### config.mk
export PLATFORM = sky130hd
export DESIGN_NAME = id_ex_pipe_reg_flat
export DESIGN_NICKNAME = d
export VERILOG_FILES = /design/src/rtl/id_ex_pipe_reg_if.sv /design/src/rtl/id_ex_pipe_reg.sv /design/src/flat_wrapper.sv
export SDC_FILE = /design/constraint.sdc
export NUM_CORES = 1
export LEC_CHECK = 0
export ABC_AREA = 1
export BUFFER_PORTS_ARGS = -buffer_cell sky130_fd_sc_hd__buf_4
export CAP_MARGIN = 20
export CORE_AREA = 2 2 121 123
export CTS_CLUSTER_SIZE = 40
export DETAILED_ROUTE_END_ITERATION = 10
export DIE_AREA = 0 0 123 125
export GPL_TIMING_DRIVEN = 0
export PLACE_DENSITY_LB_ADDON = 0.15
export SYNTH_ARGS = -nofsm -noshare
export SYNTH_HDL_FRONTEND = slang
export SYNTH_SLANG_ARGS = --single-unit
### constraint.sdc
create_clock -name clk -period 3.34 [get_ports clk]
set_input_delay 0.668 -clock clk [delete_from_list [all_inputs] [get_ports clk]]
set_output_delay 0.668 -clock clk [all_outputs]
set_load 0.02 [all_outputs]
### src/rtl/id_ex_pipe_reg_if.sv
// ID/EX boundary bundle: decode-stage inputs and execute-stage outputs.
// outBubbleCount exists only when ID_EX_BUBBLE_COUNT_EN is defined.
interface id_ex_pipe_reg_if #(
    parameter int DATA_W = 32,
    parameter int REG_AW = 5,
    parameter int CNT_W  = 16
);
    logic              inIdExValid;
    logic              inIdExFlush;
    logic [DATA_W-1:0] inIdExPcPlus4;
    logic [DATA_W-1:0] inIdExRsData;
    logic [DATA_W-1:0] inIdExRtData;
    logic [DATA_W-1:0] inIdExImm;
    logic [REG_AW-1:0] inIdExRs;
    logic [REG_AW-1:0] inIdExRt;
    logic [REG_AW-1:0] inIdExRd;
    logic [8:0]        inIdExCtrl;

    logic              outIdExValid;
    logic [DATA_W-1:0] outIdExPcPlus4;
    logic [DATA_W-1:0] outIdExRsData;
    logic [DATA_W-1:0] outIdExRtData;
    logic [DATA_W-1:0] outIdExImm;
    logic [REG_AW-1:0] outIdExRs;
    logic [REG_AW-1:0] outIdExRt;
    logic [REG_AW-1:0] outIdExRd;
    logic [8:0]        outIdExCtrl;
    logic              outStall;
`ifdef ID_EX_BUBBLE_COUNT_EN
    logic [CNT_W-1:0]  outBubbleCount;
`endif

    modport master (
        output inIdExValid, inIdExFlush, inIdExPcPlus4,
        output inIdExRsData, inIdExRtData, inIdExImm,
        output inIdExRs, inIdExRt, inIdExRd, inIdExCtrl,
        input  outIdExValid, outIdExPcPlus4,
        input  outIdExRsData, outIdExRtData, outIdExImm,
        input  outIdExRs, outIdExRt, outIdExRd,
        input  outIdExCtrl, outStall
`ifdef ID_EX_BUBBLE_COUNT_EN
        , input outBubbleCount
`endif
    );

    modport slave (
        input  inIdExValid, inIdExFlush, inIdExPcPlus4,
        input  inIdExRsData, inIdExRtData, inIdExImm,
        input  inIdExRs, inIdExRt, inIdExRd, inIdExCtrl,
        output outIdExValid, outIdExPcPlus4,
        output outIdExRsData, outIdExRtData, outIdExImm,
        output outIdExRs, outIdExRt, outIdExRd,
        output outIdExCtrl, outStall
`ifdef ID_EX_BUBBLE_COUNT_EN
        , output outBubbleCount
`endif
    );
endinterface

### src/rtl/id_ex_pipe_reg.sv
// ID/EX pipeline register with load-use hazard bubble and branch flush.
// Optional saturating hazard-bubble counter: ID_EX_BUBBLE_COUNT_EN.
module id_ex_pipe_reg #(
    parameter int DATA_W = 32,
    parameter int REG_AW = 5,
    parameter int CNT_W  = 16
) (
    input logic clk,
    input logic reset,
    id_ex_pipe_reg_if.slave bus
);
    localparam int MEMREAD = 6;

    logic              valid_q, valid_d;
    logic [8:0]        ctrl_q,  ctrl_d;
    logic [DATA_W-1:0] pc_q,    pc_d;
    logic [DATA_W-1:0] rsd_q,   rsd_d;
    logic [DATA_W-1:0] rtd_q,   rtd_d;
    logic [DATA_W-1:0] imm_q,   imm_d;
    logic [REG_AW-1:0] rs_q,    rs_d;
    logic [REG_AW-1:0] rt_q,    rt_d;
    logic [REG_AW-1:0] rd_q,    rd_d;
    logic              hz;

    // Rt compare is deliberately conservative for all instruction types
    assign hz = valid_q & ctrl_q[MEMREAD] & bus.inIdExValid
              & (rt_q != '0)
              & ((rt_q == bus.inIdExRs) | (rt_q == bus.inIdExRt));

    assign bus.outStall = hz & ~bus.inIdExFlush & ~reset;

    always_comb begin
        valid_d = bus.inIdExValid;
        ctrl_d  = bus.inIdExValid ? bus.inIdExCtrl : '0;
        pc_d    = bus.inIdExPcPlus4;
        rsd_d   = bus.inIdExRsData;
        rtd_d   = bus.inIdExRtData;
        imm_d   = bus.inIdExImm;
        rs_d    = bus.inIdExRs;
        rt_d    = bus.inIdExRt;
        rd_d    = bus.inIdExRd;
        if (bus.inIdExFlush) begin
            valid_d = 1'b0;
            ctrl_d  = '0;
            pc_d    = '0;
            rsd_d   = '0;
            rtd_d   = '0;
            imm_d   = '0;
            rs_d    = '0;
            rt_d    = '0;
            rd_d    = '0;
        end else if (hz) begin
            // bubble keeps the old payload, only valid/ctrl are killed
            valid_d = 1'b0;
            ctrl_d  = '0;
            pc_d    = pc_q;
            rsd_d   = rsd_q;
            rtd_d   = rtd_q;
            imm_d   = imm_q;
            rs_d    = rs_q;
            rt_d    = rt_q;
            rd_d    = rd_q;
        end
    end

    always_ff @(posedge clk) begin
        if (reset) begin
            valid_q <= 1'b0;
            ctrl_q  <= '0;
            pc_q    <= '0;
            rsd_q   <= '0;
            rtd_q   <= '0;
            imm_q   <= '0;
            rs_q    <= '0;
            rt_q    <= '0;
            rd_q    <= '0;
        end else begin
            valid_q <= valid_d;
            ctrl_q  <= ctrl_d;
            pc_q    <= pc_d;
            rsd_q   <= rsd_d;
            rtd_q   <= rtd_d;
            imm_q   <= imm_d;
            rs_q    <= rs_d;
            rt_q    <= rt_d;
            rd_q    <= rd_d;
        end
    end

    assign bus.outIdExValid   = valid_q;
    assign bus.outIdExCtrl    = ctrl_q;
    assign bus.outIdExPcPlus4 = pc_q;
    assign bus.outIdExRsData  = rsd_q;
    assign bus.outIdExRtData  = rtd_q;
    assign bus.outIdExImm     = imm_q;
    assign bus.outIdExRs      = rs_q;
    assign bus.outIdExRt      = rt_q;
    assign bus.outIdExRd      = rd_q;

`ifdef ID_EX_BUBBLE_COUNT_EN
    logic [CNT_W-1:0] cnt_q, cnt_d;

    always_comb begin
        cnt_d = cnt_q;
        if (hz && !bus.inIdExFlush && (cnt_q != '1))
            cnt_d = cnt_q + 1'b1;
    end

    always_ff @(posedge clk) begin
        if (reset) cnt_q <= '0;
        else       cnt_q <= cnt_d;
    end

    assign bus.outBubbleCount = cnt_q;
`endif
endmodule

### src/flat_wrapper.sv
// flat-port wrapper written by rule: the top's interface ports become plain ports
module id_ex_pipe_reg_flat 
#(
    parameter int DATA_W = 32,
    parameter int REG_AW = 5,
    parameter int CNT_W  = 16
)
  (clk, reset, bus_inIdExValid, bus_inIdExFlush, bus_inIdExPcPlus4, bus_inIdExRsData, bus_inIdExRtData, bus_inIdExImm, bus_inIdExRs, bus_inIdExRt, bus_inIdExRd, bus_inIdExCtrl, bus_outIdExValid, bus_outIdExPcPlus4, bus_outIdExRsData, bus_outIdExRtData, bus_outIdExImm, bus_outIdExRs, bus_outIdExRt, bus_outIdExRd, bus_outIdExCtrl, bus_outStall);
  id_ex_pipe_reg_if #(.DATA_W(DATA_W), .REG_AW(REG_AW), .CNT_W(CNT_W)) bus_i ();
  input logic clk;
  input logic reset;
  input wire logic [$bits(bus_i.inIdExValid)-1:0] bus_inIdExValid;
  input wire logic [$bits(bus_i.inIdExFlush)-1:0] bus_inIdExFlush;
  input wire logic [$bits(bus_i.inIdExPcPlus4)-1:0] bus_inIdExPcPlus4;
  input wire logic [$bits(bus_i.inIdExRsData)-1:0] bus_inIdExRsData;
  input wire logic [$bits(bus_i.inIdExRtData)-1:0] bus_inIdExRtData;
  input wire logic [$bits(bus_i.inIdExImm)-1:0] bus_inIdExImm;
  input wire logic [$bits(bus_i.inIdExRs)-1:0] bus_inIdExRs;
  input wire logic [$bits(bus_i.inIdExRt)-1:0] bus_inIdExRt;
  input wire logic [$bits(bus_i.inIdExRd)-1:0] bus_inIdExRd;
  input wire logic [$bits(bus_i.inIdExCtrl)-1:0] bus_inIdExCtrl;
  output wire logic [$bits(bus_i.outIdExValid)-1:0] bus_outIdExValid;
  output wire logic [$bits(bus_i.outIdExPcPlus4)-1:0] bus_outIdExPcPlus4;
  output wire logic [$bits(bus_i.outIdExRsData)-1:0] bus_outIdExRsData;
  output wire logic [$bits(bus_i.outIdExRtData)-1:0] bus_outIdExRtData;
  output wire logic [$bits(bus_i.outIdExImm)-1:0] bus_outIdExImm;
  output wire logic [$bits(bus_i.outIdExRs)-1:0] bus_outIdExRs;
  output wire logic [$bits(bus_i.outIdExRt)-1:0] bus_outIdExRt;
  output wire logic [$bits(bus_i.outIdExRd)-1:0] bus_outIdExRd;
  output wire logic [$bits(bus_i.outIdExCtrl)-1:0] bus_outIdExCtrl;
  output wire logic [$bits(bus_i.outStall)-1:0] bus_outStall;
  assign bus_i.inIdExValid = bus_inIdExValid;
  assign bus_i.inIdExFlush = bus_inIdExFlush;
  assign bus_i.inIdExPcPlus4 = bus_inIdExPcPlus4;
  assign bus_i.inIdExRsData = bus_inIdExRsData;
  assign bus_i.inIdExRtData = bus_inIdExRtData;
  assign bus_i.inIdExImm = bus_inIdExImm;
  assign bus_i.inIdExRs = bus_inIdExRs;
  assign bus_i.inIdExRt = bus_inIdExRt;
  assign bus_i.inIdExRd = bus_inIdExRd;
  assign bus_i.inIdExCtrl = bus_inIdExCtrl;
  assign bus_outIdExValid = bus_i.outIdExValid;
  assign bus_outIdExPcPlus4 = bus_i.outIdExPcPlus4;
  assign bus_outIdExRsData = bus_i.outIdExRsData;
  assign bus_outIdExRtData = bus_i.outIdExRtData;
  assign bus_outIdExImm = bus_i.outIdExImm;
  assign bus_outIdExRs = bus_i.outIdExRs;
  assign bus_outIdExRt = bus_i.outIdExRt;
  assign bus_outIdExRd = bus_i.outIdExRd;
  assign bus_outIdExCtrl = bus_i.outIdExCtrl;
  assign bus_outStall = bus_i.outStall;
  id_ex_pipe_reg #(.DATA_W(DATA_W), .REG_AW(REG_AW), .CNT_W(CNT_W)) u_core (.clk(clk), .reset(reset), .bus(bus_i));
endmodule
# Word level (Yosys, flattened, before mapping)
# Index checks and enable logic that the tools add are counted.
[classes] n_eq_ne=2 bitwise=10 n_reduce_logical=4
[op_table] cell="5-bit == test" n=2
[op_table] cell="1-bit AND" n=6
[op_table] cell="5-bit nonzero test" n=1
[op_table] cell="4-bit OR reduction" n=1
[op_table] cell="1-bit NOT" n=3
[op_table] cell="3-bit OR reduction" n=1
[op_table] cell="2-bit OR reduction" n=1
[op_table] cell="1-bit OR" n=1
[word_totals] reg_bits=153 out_inout_bits=154

# Depth between registers and ports, before layout
# Gate-level depths: netlist of run 1.
[depth] depth_word=6 depth_mapped=11 depth_no_buf=9

# Worst setup path after synthesis of run 1
# No wires, ideal clock.
[synth_path] path_kind="input to output" start="in bus_inIdExRt[4]" end="out bus_outStall" t_arrival_ns=1.880 required_time_ns=2.672 slack_ns=0.792 path_stages=9 n_path_buf=1 path_cell_list="inv_1 nand2_1 nand2_1 nor2_1 nand3_1 nand2_2 nand2_2 clkbuf_1 nor3_1"
[synth_via] elab_chain_len=5
[synth_rtl] element="start, declared" line="flat_wrapper.sv:19" source="input wire logic [$bits(bus_i.inIdExRt)-1:0] bus_inIdExRt;"
[synth_rtl] element="5-bit == test" line="id_ex_pipe_reg.sv:28" source="& ((rt_q == bus.inIdExRs) | (rt_q == bus.inIdExRt));"
[synth_rtl] element="1-bit OR" line="id_ex_pipe_reg.sv:28"
[synth_rtl] element="1-bit AND" line="id_ex_pipe_reg.sv:28"
[synth_rtl] element="1-bit AND (2 in a row)" line="id_ex_pipe_reg.sv:30" source="assign bus.outStall = hz & ~bus.inIdExFlush & ~reset;"
[synth_rtl] element="end, declared" line="flat_wrapper.sv:31" source="output wire logic [$bits(bus_i.outStall)-1:0] bus_outStall;"
# No other way between the ends.

# Worst setup path after layout of run 1
[layout_path] start="reg u_core.rt_q[1] (netlist: u_core.bus.outIdExRt[1])" end="out bus_outStall"
[layout_via] elab_chain_len=5
[layout_rtl] element="start, declared" line="id_ex_pipe_reg.sv:21" source="logic [REG_AW-1:0] rt_q, rt_d;"
[layout_rtl] element="start signal, assigned" line="id_ex_pipe_reg.sv:85" source="rt_q <= rt_d;"
[layout_rtl] element="5-bit == test / 5-bit nonzero test (equally long branches)" line="id_ex_pipe_reg.sv:28, id_ex_pipe_reg.sv:27"
[layout_rtl] element="1-bit OR / 1-bit AND (equally long branches)" line="id_ex_pipe_reg.sv:28, id_ex_pipe_reg.sv:27"
[layout_rtl] element="1-bit AND (*)" line="id_ex_pipe_reg.sv:28"
[layout_rtl] element="1-bit AND (*) (2 in a row)" line="id_ex_pipe_reg.sv:30"
# Every way passes the cells marked *; elsewhere a longest branch is shown, timed or not.

==> flow_metrics.env, run 1 <==
export IMPL_status="finished clean"
export IMPL_seq_area_frac_synth=0.523
export IMPL_cts_num_sinks=153
export IMPL_synth_largest_area_cell="dfxtp_1"
export IMPL_timing_fmax_mhz=333
export IMPL_port_buffer_count=309
export IMPL_hpwl_um=14900
export IMPL_cts_max_path_buffers=2
export IMPL_whs_path_depth=3
export IMPL_finalCriticalPeriod_ns=3.01
export IMPL_syn_to_final_growth_pct=54.4
export IMPL_wl_um=20100
export IMPL_drive_gt1_frac=0.340
export IMPL_crit_slowest_cell="dfxtp_1"
export IMPL_worstSetupStartpointType="register"
export IMPL_clock_latency_ns=0.42
export IMPL_post_cts_buffers=0
export IMPL_htreeDepth=4
export IMPL_vias=6553
export IMPL_grt_max_degree=17
export IMPL_initial_utilization=0.413
export IMPL_io_pins=310
export IMPL_initialDrtViolationCount=386
export IMPL_path_class="reg2out"
export IMPL_tightestPinTransition_ns=0.713
export IMPL_clock_skew_ns=0.0108
export IMPL_fp_row_count=44
export IMPL_fillCellCount=1304
export IMPL_place_area_um2=8410
export IMPL_grt_pass1_vias=6220
export IMPL_hold_path_class="in2reg"
export IMPL_fin_setup_tns_ns=0
export IMPL_clk_pin_slew_ns=0.07
export IMPL_synth_cells=733
export IMPL_power_mw=4.54
export IMPL_root_buffer="clkbuf_16"
export IMPL_firstDrtPassIters=4
export IMPL_drv_cap=0
export IMPL_critical_path_endpoint_type="output port"
export IMPL_maxSlewHeadroom=0.525
export IMPL_n_antenna_cell=0
export IMPL_synth_fp_nets=889
export IMPL_yosys_warnings=0
export IMPL_grt_antenna_before_repair=0
export IMPL_die_area_um2=15400
export IMPL_synth_seq_cells=153
export IMPL_cts_hold_buffers=0
export IMPL_numCtsBuffers=17
export IMPL_cts_tree="built"
export IMPL_drcViolationCount=0
export IMPL_core_area_um2=14200
export IMPL_overflow=0
export IMPL_p_per_area_nw_per_um2=502
export IMPL_required_ns=2.67
export IMPL_stdcell_area_um2=9050
export IMPL_grt_pass1_wl_um=31100
export IMPL_crit_chain="inv_1 -> nand2_1 -> nand2_1 -> nor2_1 -> nand3_1 -> nand2_2 -> nand2_2 -> clkbuf_1 -> nor3_1 -> buf_4"
export IMPL_die_h_um=125
export IMPL_hold_viol_final=0
export IMPL_wire_per_inst_um=16.0
export IMPL_p_leak_nw=4.68
export IMPL_vias_per_cell=5.21
export IMPL_syn_avg_cell_area_um2=8.00
export IMPL_synth_top_cell_area_share=0.523
export IMPL_reg2regPathDepth=9
export IMPL_setup_violations=0
export IMPL_ant_nets=0
export IMPL_critPathMaxStageDelay_ns=0.43
export IMPL_min_period_over_period=0.900
export IMPL_post_cts_resized=0
export IMPL_slew_violations=0
export IMPL_worstPathMaxFanout=10
export IMPL_track_usage=0.256
export IMPL_ir_drop_v=0.000311
export IMPL_rsz0062_at_grt="false"
export IMPL_globalplace_congestion=0.795
export IMPL_layout_nets=1217
export IMPL_yosys_top_cells_area="dfxtp_1 52%, nand4_1 15%, nand3_1 12%"
export IMPL_syn_cell_area_um2=5860
export IMPL_cp_arrival_ns=2.34
export IMPL_yosysUniqueCellTypes=17
export IMPL_die_w_um=123
## sequential cells by signal, indices dropped and copies added (netlist names)
name / cells
u_core.bus.outIdExImm: 32
u_core.bus.outIdExPcPlus4: 32
u_core.bus.outIdExRsData: 32
u_core.bus.outIdExRtData: 32
u_core.bus.outIdExCtrl: 9
u_core.bus.outIdExRd: 5
u_core.bus.outIdExRs: 5
u_core.bus.outIdExRt: 5
u_core.bus.outIdExValid: 1
## final timing paths
path,startpoint,to,slack [ns]
hold reg to reg,u_core.bus.outIdExRsData[26],u_core.bus.outIdExRsData[26],0.47
setup reg to reg,u_core.bus.outIdExRt[0],u_core.bus.outIdExImm[21],1.45
hold / removal,bus_inIdExRsData[1],u_core.bus.outIdExRsData[1],0.46
setup / recovery,u_core.bus.outIdExRt[1],bus_outStall,0.33
## synthesized netlist by cell type
library cell / number
nand2_1: 164
dfxtp_1: 153
nand3_1: 146
nand4_1: 143
clkbuf_1: 49
inv_1: 22
nor2_1: 20
buf_2: 13
buf_1: 8
buf_6: 5
inv_2: 2
nand2_2: 2
xnor2_1: 2
buf_4: 1
nand3_2: 1
nor3_1: 1
o21ai_1: 1
## power breakdown
group          internal, mW  switching (mW)  total, mW
registers              1.90          0.0424       1.94
logic                 0.256           0.289      0.545
clock network          1.28           0.783       2.06
## logic make-up after synthesis
group | synth area share
flops | 0.523
simple gates | 0.400
xor+xnor | 0.00299
compound gates | 0.000853
buf+inv | 0.0739
## worst max-delay path: cells and delay by family (launching register included)
kind / cells / cell delay, ns
flops: 1 / 0.43
simple gates: 7 / 0.92
buf+inv: 3 / 0.56
## per-layer routing
metal	vias to the layer above	wire length, um	part of all wire	GRT usage
li1	3217	-	-	-
met2	275	9680	0.48	0.428
met4	0	535	0.027	0.106
met1	3024	7930	0.39	0.295
met3	37	1960	0.097	0.0890
met5	-	0	0	0
## final cells by class
| cell class | count | area, um^2 | area share |
|---|---|---|---|
| buffer | 76 | 343 | 0.0379 |
| clock buffer | 18 | 439 | 0.0485 |
| clock inverter | 14 | 198 | 0.0218 |
| inverter | 24 | 90.1 | 0.00996 |
| multi-input combinational | 480 | 2370 | 0.261 |
| sequential | 153 | 3060 | 0.338 |
| tap | 184 | 230 | 0.0254 |
| timing repair buffer | 309 | 2320 | 0.256 |
## layout by cell type (no fill, tap or decap)
| master | count |
|---|---|
| nand3_1 | 146 |
| o21ai_1 | 1 |
| nor2_1 | 20 |
| clkinvlp_4 | 2 |
| clkbuf_1 | 49 |
| dfxtp_1 | 153 |
| inv_2 | 2 |
| clkbuf_16 | 17 |
| clkinv_4 | 5 |
| inv_1 | 22 |
| nand3_2 | 1 |
| buf_2 | 13 |
| inv_6 | 1 |
| clkinv_2 | 2 |
| buf_4 | 310 |
| clkbuf_8 | 1 |
| nand2_2 | 2 |
| nand4_1 | 143 |
| buf_1 | 8 |
| nor3_1 | 1 |
| buf_6 | 5 |
| nand2_1 | 164 |
| bufinv_16 | 4 |
| xnor2_1 | 2 |
## per-stage QoR
| step | std cells | util | worst slack (ns) | hold slack [ns] |
|---|---|---|---|---|
| floorplan | 733 | - | 0.792 | 0.549 |
| global placement | 1226 | 0.592 | 0.426 | 0.462 |
| detailed placement | 1226 | 0.592 | 0.407 | 0.464 |
| CTS | 1258 | 0.637 | 0.254 | 0.438 |
| global route | 1258 | 0.637 | 0.0893 | 0.452 |
| finish | 1258 | 0.637 | 0.334 | 0.456 |
Power figures use the tool's default switching activity.
==> run 2, diff against run 1 <==
Settings changed: ABC_AREA 1 to unset, CORE_AREA 2 2 121 123 to 2 2 122 124, DIE_AREA 0 0 123 125 to 0 0 124 126.
==> run 2 against run 1 <==
  * Clock power up 7%
  * Power is 2.7% higher
  * Die area rose by 1.6%
  * Register-to-register slack lost 0.07 ns
==> flow_metrics.env, run 2 <==
export IMPL_fin_hold_ws_ns=0.455
export IMPL_p_leak_nw=3.89
export IMPL_drcViolationCount=0
export IMPL_hpwl_um=13000
export IMPL_p_int_mw=3.64
export IMPL_vias_per_cell=4.67
export IMPL_hold_viol_final=0
export IMPL_wl_um=17500
export IMPL_syn_avg_cell_area_um2=9.20
export IMPL_n_antenna_cell=0
export IMPL_ir_drop_v=0.000330
export IMPL_yosys_warnings=0
export IMPL_min_period_over_period=0.930
export IMPL_cp_arrival_ns=2.44
export IMPL_yosysUniqueCellTypes=16
export IMPL_combPwrFrac=0.110
export IMPL_async_flop_share=0
export IMPL_drv_cap=0
export IMPL_worstPathMaxFanout=10
export IMPL_firstDrtPassIters=6
export IMPL_globalplace_congestion=0.782
export IMPL_clock_skew_ns=0.00594
export IMPL_muxShareOfSynthArea=0.236
export IMPL_root_buffer="clkbuf_16"
export IMPL_die_w_um=124
export IMPL_fp_row_count=44
export IMPL_syn_to_final_growth_pct=53.2
export IMPL_wire_per_inst_um=14.8
export IMPL_core_area_um2=14300
export IMPL_reg2reg_slack_ns=1.38
export IMPL_grt_antenna_before_repair=0
export IMPL_synth_compound_area_frac=0.00227
export IMPL_regArea_um2=3060
export IMPL_io_pins=310
export IMPL_track_usage=0.221
export IMPL_critical_path_endpoint_type="output port"
export IMPL_synth_cells=660
export IMPL_finalCriticalPeriod_ns=3.11
export IMPL_critical_path_top_delay_family="simple AND/OR/NAND/NOR gates"
export IMPL_grt_pass1_vias=5336
export IMPL_initialDrtViolationCount=223
export IMPL_syn_cell_area_um2=6070
export IMPL_synth_edf_count=0
export IMPL_fin_setup_tns_ns=0
export IMPL_cts_max_path_buffers=2
export IMPL_clock_latency_ns=0.42
export IMPL_switching_share=0.220
export IMPL_layout_common_cells="309 x buf_4, 287 x nand2_1, 153 x dfxtp_1"
export IMPL_cts_hold_buffers=0
export IMPL_tightestPinTransition_ns=0.676
export IMPL_path_buf_inv=4
export IMPL_timing_fmax_mhz=322
export IMPL_place_area_um2=8620
export IMPL_port_buffer_count=309
export IMPL_post_cts_resized=0
export IMPL_seq_area_frac_synth=0.504
export IMPL_synth_fp_nets=816
export IMPL_grt_max_degree=17
export IMPL_setup_violations=0
export IMPL_grt_pass1_wl_um=26800
export IMPL_hold_path_class="reg2reg"
export IMPL_cts_num_sinks=153
export IMPL_clk_pin_slew_ns=0.06
export IMPL_critPathMaxStageDelay_ns=0.53
export IMPL_ant_nets=0
export IMPL_fin_ws_ns=0.233
export IMPL_die_h_um=126
export IMPL_synth_common_cells="287 x nand2_1, 153 x dfxtp_1, 143 x mux2i_1, 31 x clkbuf_1, 10 x buf_2"
export IMPL_status="finished clean"
export IMPL_vias=5533
export IMPL_path_common_cell="buf_6"
export IMPL_required_ns=2.67
export IMPL_die_area_um2=15600
export IMPL_post_cts_buffers=0
export IMPL_multi_input_area_um2=2770
export IMPL_synth_main_ff_cell="dfxtp_1"
export IMPL_crit_chain="or4_1 -> o2111ai_1 -> a21oi_1 -> buf_2 -> buf_6 -> buf_6 -> and2_1 -> buf_4"
export IMPL_drive_gt1_frac=0.364
export IMPL_reg2regPathDepth=7
export IMPL_whs_path_depth=2
export IMPL_synth_fa_ha_area_frac=0
export IMPL_final_util=0.650
export IMPL_path_class="reg2out"
export IMPL_stdcell_area_um2=9310
export IMPL_slew_violations=0
export IMPL_place_ws_ns=0.112
export IMPL_seqPwrFrac=0.416
export IMPL_layout_commonest_cell="buf_4"
export IMPL_synth_top_family_by_area="multiplexers"
export IMPL_htreeDepth=4
export IMPL_synthXorXnorAreaFrac=0.0144
export IMPL_p_clk_frac=0.474
export IMPL_cts_tree="built"
export IMPL_yosysMostFrequentCell="nand2_1"
export IMPL_crit_slowest_cell="or4_1"
export IMPL_maxSlewHeadroom=0.550
export IMPL_yosys_top_cells_area="dfxtp_1 50%, mux2i_1 24%, nand2_1 18%"
export IMPL_synth_seq_cells=153
export IMPL_path_depth=8
export IMPL_worstSetupStartpointType="register"
export IMPL_switching_power_mw=1.03
export IMPL_fillCellCount=1285
export IMPL_initial_utilization=0.424
export IMPL_overflow=0
export IMPL_synth_largest_area_cell="dfxtp_1"
export IMPL_synth_simple_area_share=0.203
export IMPL_rsz0062_at_grt="false"
export IMPL_layout_nets=1144
export IMPL_p_per_area_nw_per_um2=501
export IMPL_numCtsBuffers=17
export IMPL_synth_top_cell_area_share=0.504
[run 2: cell types whose count changed after synthesis, moves of 3 or more]
cell / delta
inv_1: -22
xor2_1: +6
buf_2: -3
buf_1: -8
nand4_1: -143
mux2i_1: +143
clkbuf_1: -18
nand2_1: +123
nor2_1: -18
nand3_1: -144
nor3b_2: +9
[run 2: layer usage]
layer	part of all wire	GRT usage	vias up
li1	-	-	2790
met1	0.40	0.252	2513
met2	0.49	0.371	204
met3	0.094	0.0847	26
met4	0.020	0.0872	0
met5	0	0	-
[run 2: cell families after synthesis]
| logic type | count (synthesis) |
|---|---|
| AND/OR/NAND/NOR | 304 |
| flip-flops | 153 |
| multiplexers | 143 |
| buffers and inverters | 48 |
| XOR/XNOR | 10 |
| AO/OA/AOI/OAI | 2 |
[run 2: power by group through the flow]
stage               clock, mW  combinational [mW]  sequential (mW)
global placement            0               0.515             1.98
finish                   2.21               0.515             1.94
CTS                      2.24               0.521             1.94
global route             2.33               0.558             1.95
detailed placement          0               0.519             1.98
floorplan                   0               0.128             2.06
[run 2: final cells by class]
class	instances	area share
flip-flops and latches	153	0.329
multi-input cells	459	0.297
repair buffers	309	0.249
clock buffers	25	0.0532
plain buffers	48	0.0264
well taps	184	0.0247
clock inverters	7	0.0199
[run 2: worst paths after layout]
kind,start,end
setup reg to reg,u_core.bus.outIdExRt[1],u_core.bus.outIdExCtrl[4]
hold reg to reg,u_core.bus.outIdExRsData[24],u_core.bus.outIdExRsData[24]
setup / recovery,u_core.bus.outIdExRt[1],bus_outStall
hold / removal,u_core.bus.outIdExRsData[24],u_core.bus.outIdExRsData[24]
[run 2: per-stage QoR]
stage | std cells | power [mW]
floorplan | 660 | 2.19
global placement | 1153 | 2.49
detailed placement | 1153 | 2.50
CTS | 1185 | 4.70
global route | 1185 | 4.84
finish | 1185 | 4.67
[run 2: worst min-delay path, cell delays in order (launching register included)]
cell     delay, ns
dfxtp_1       0.30
nand2_1       0.05
mux2i_1       0.05
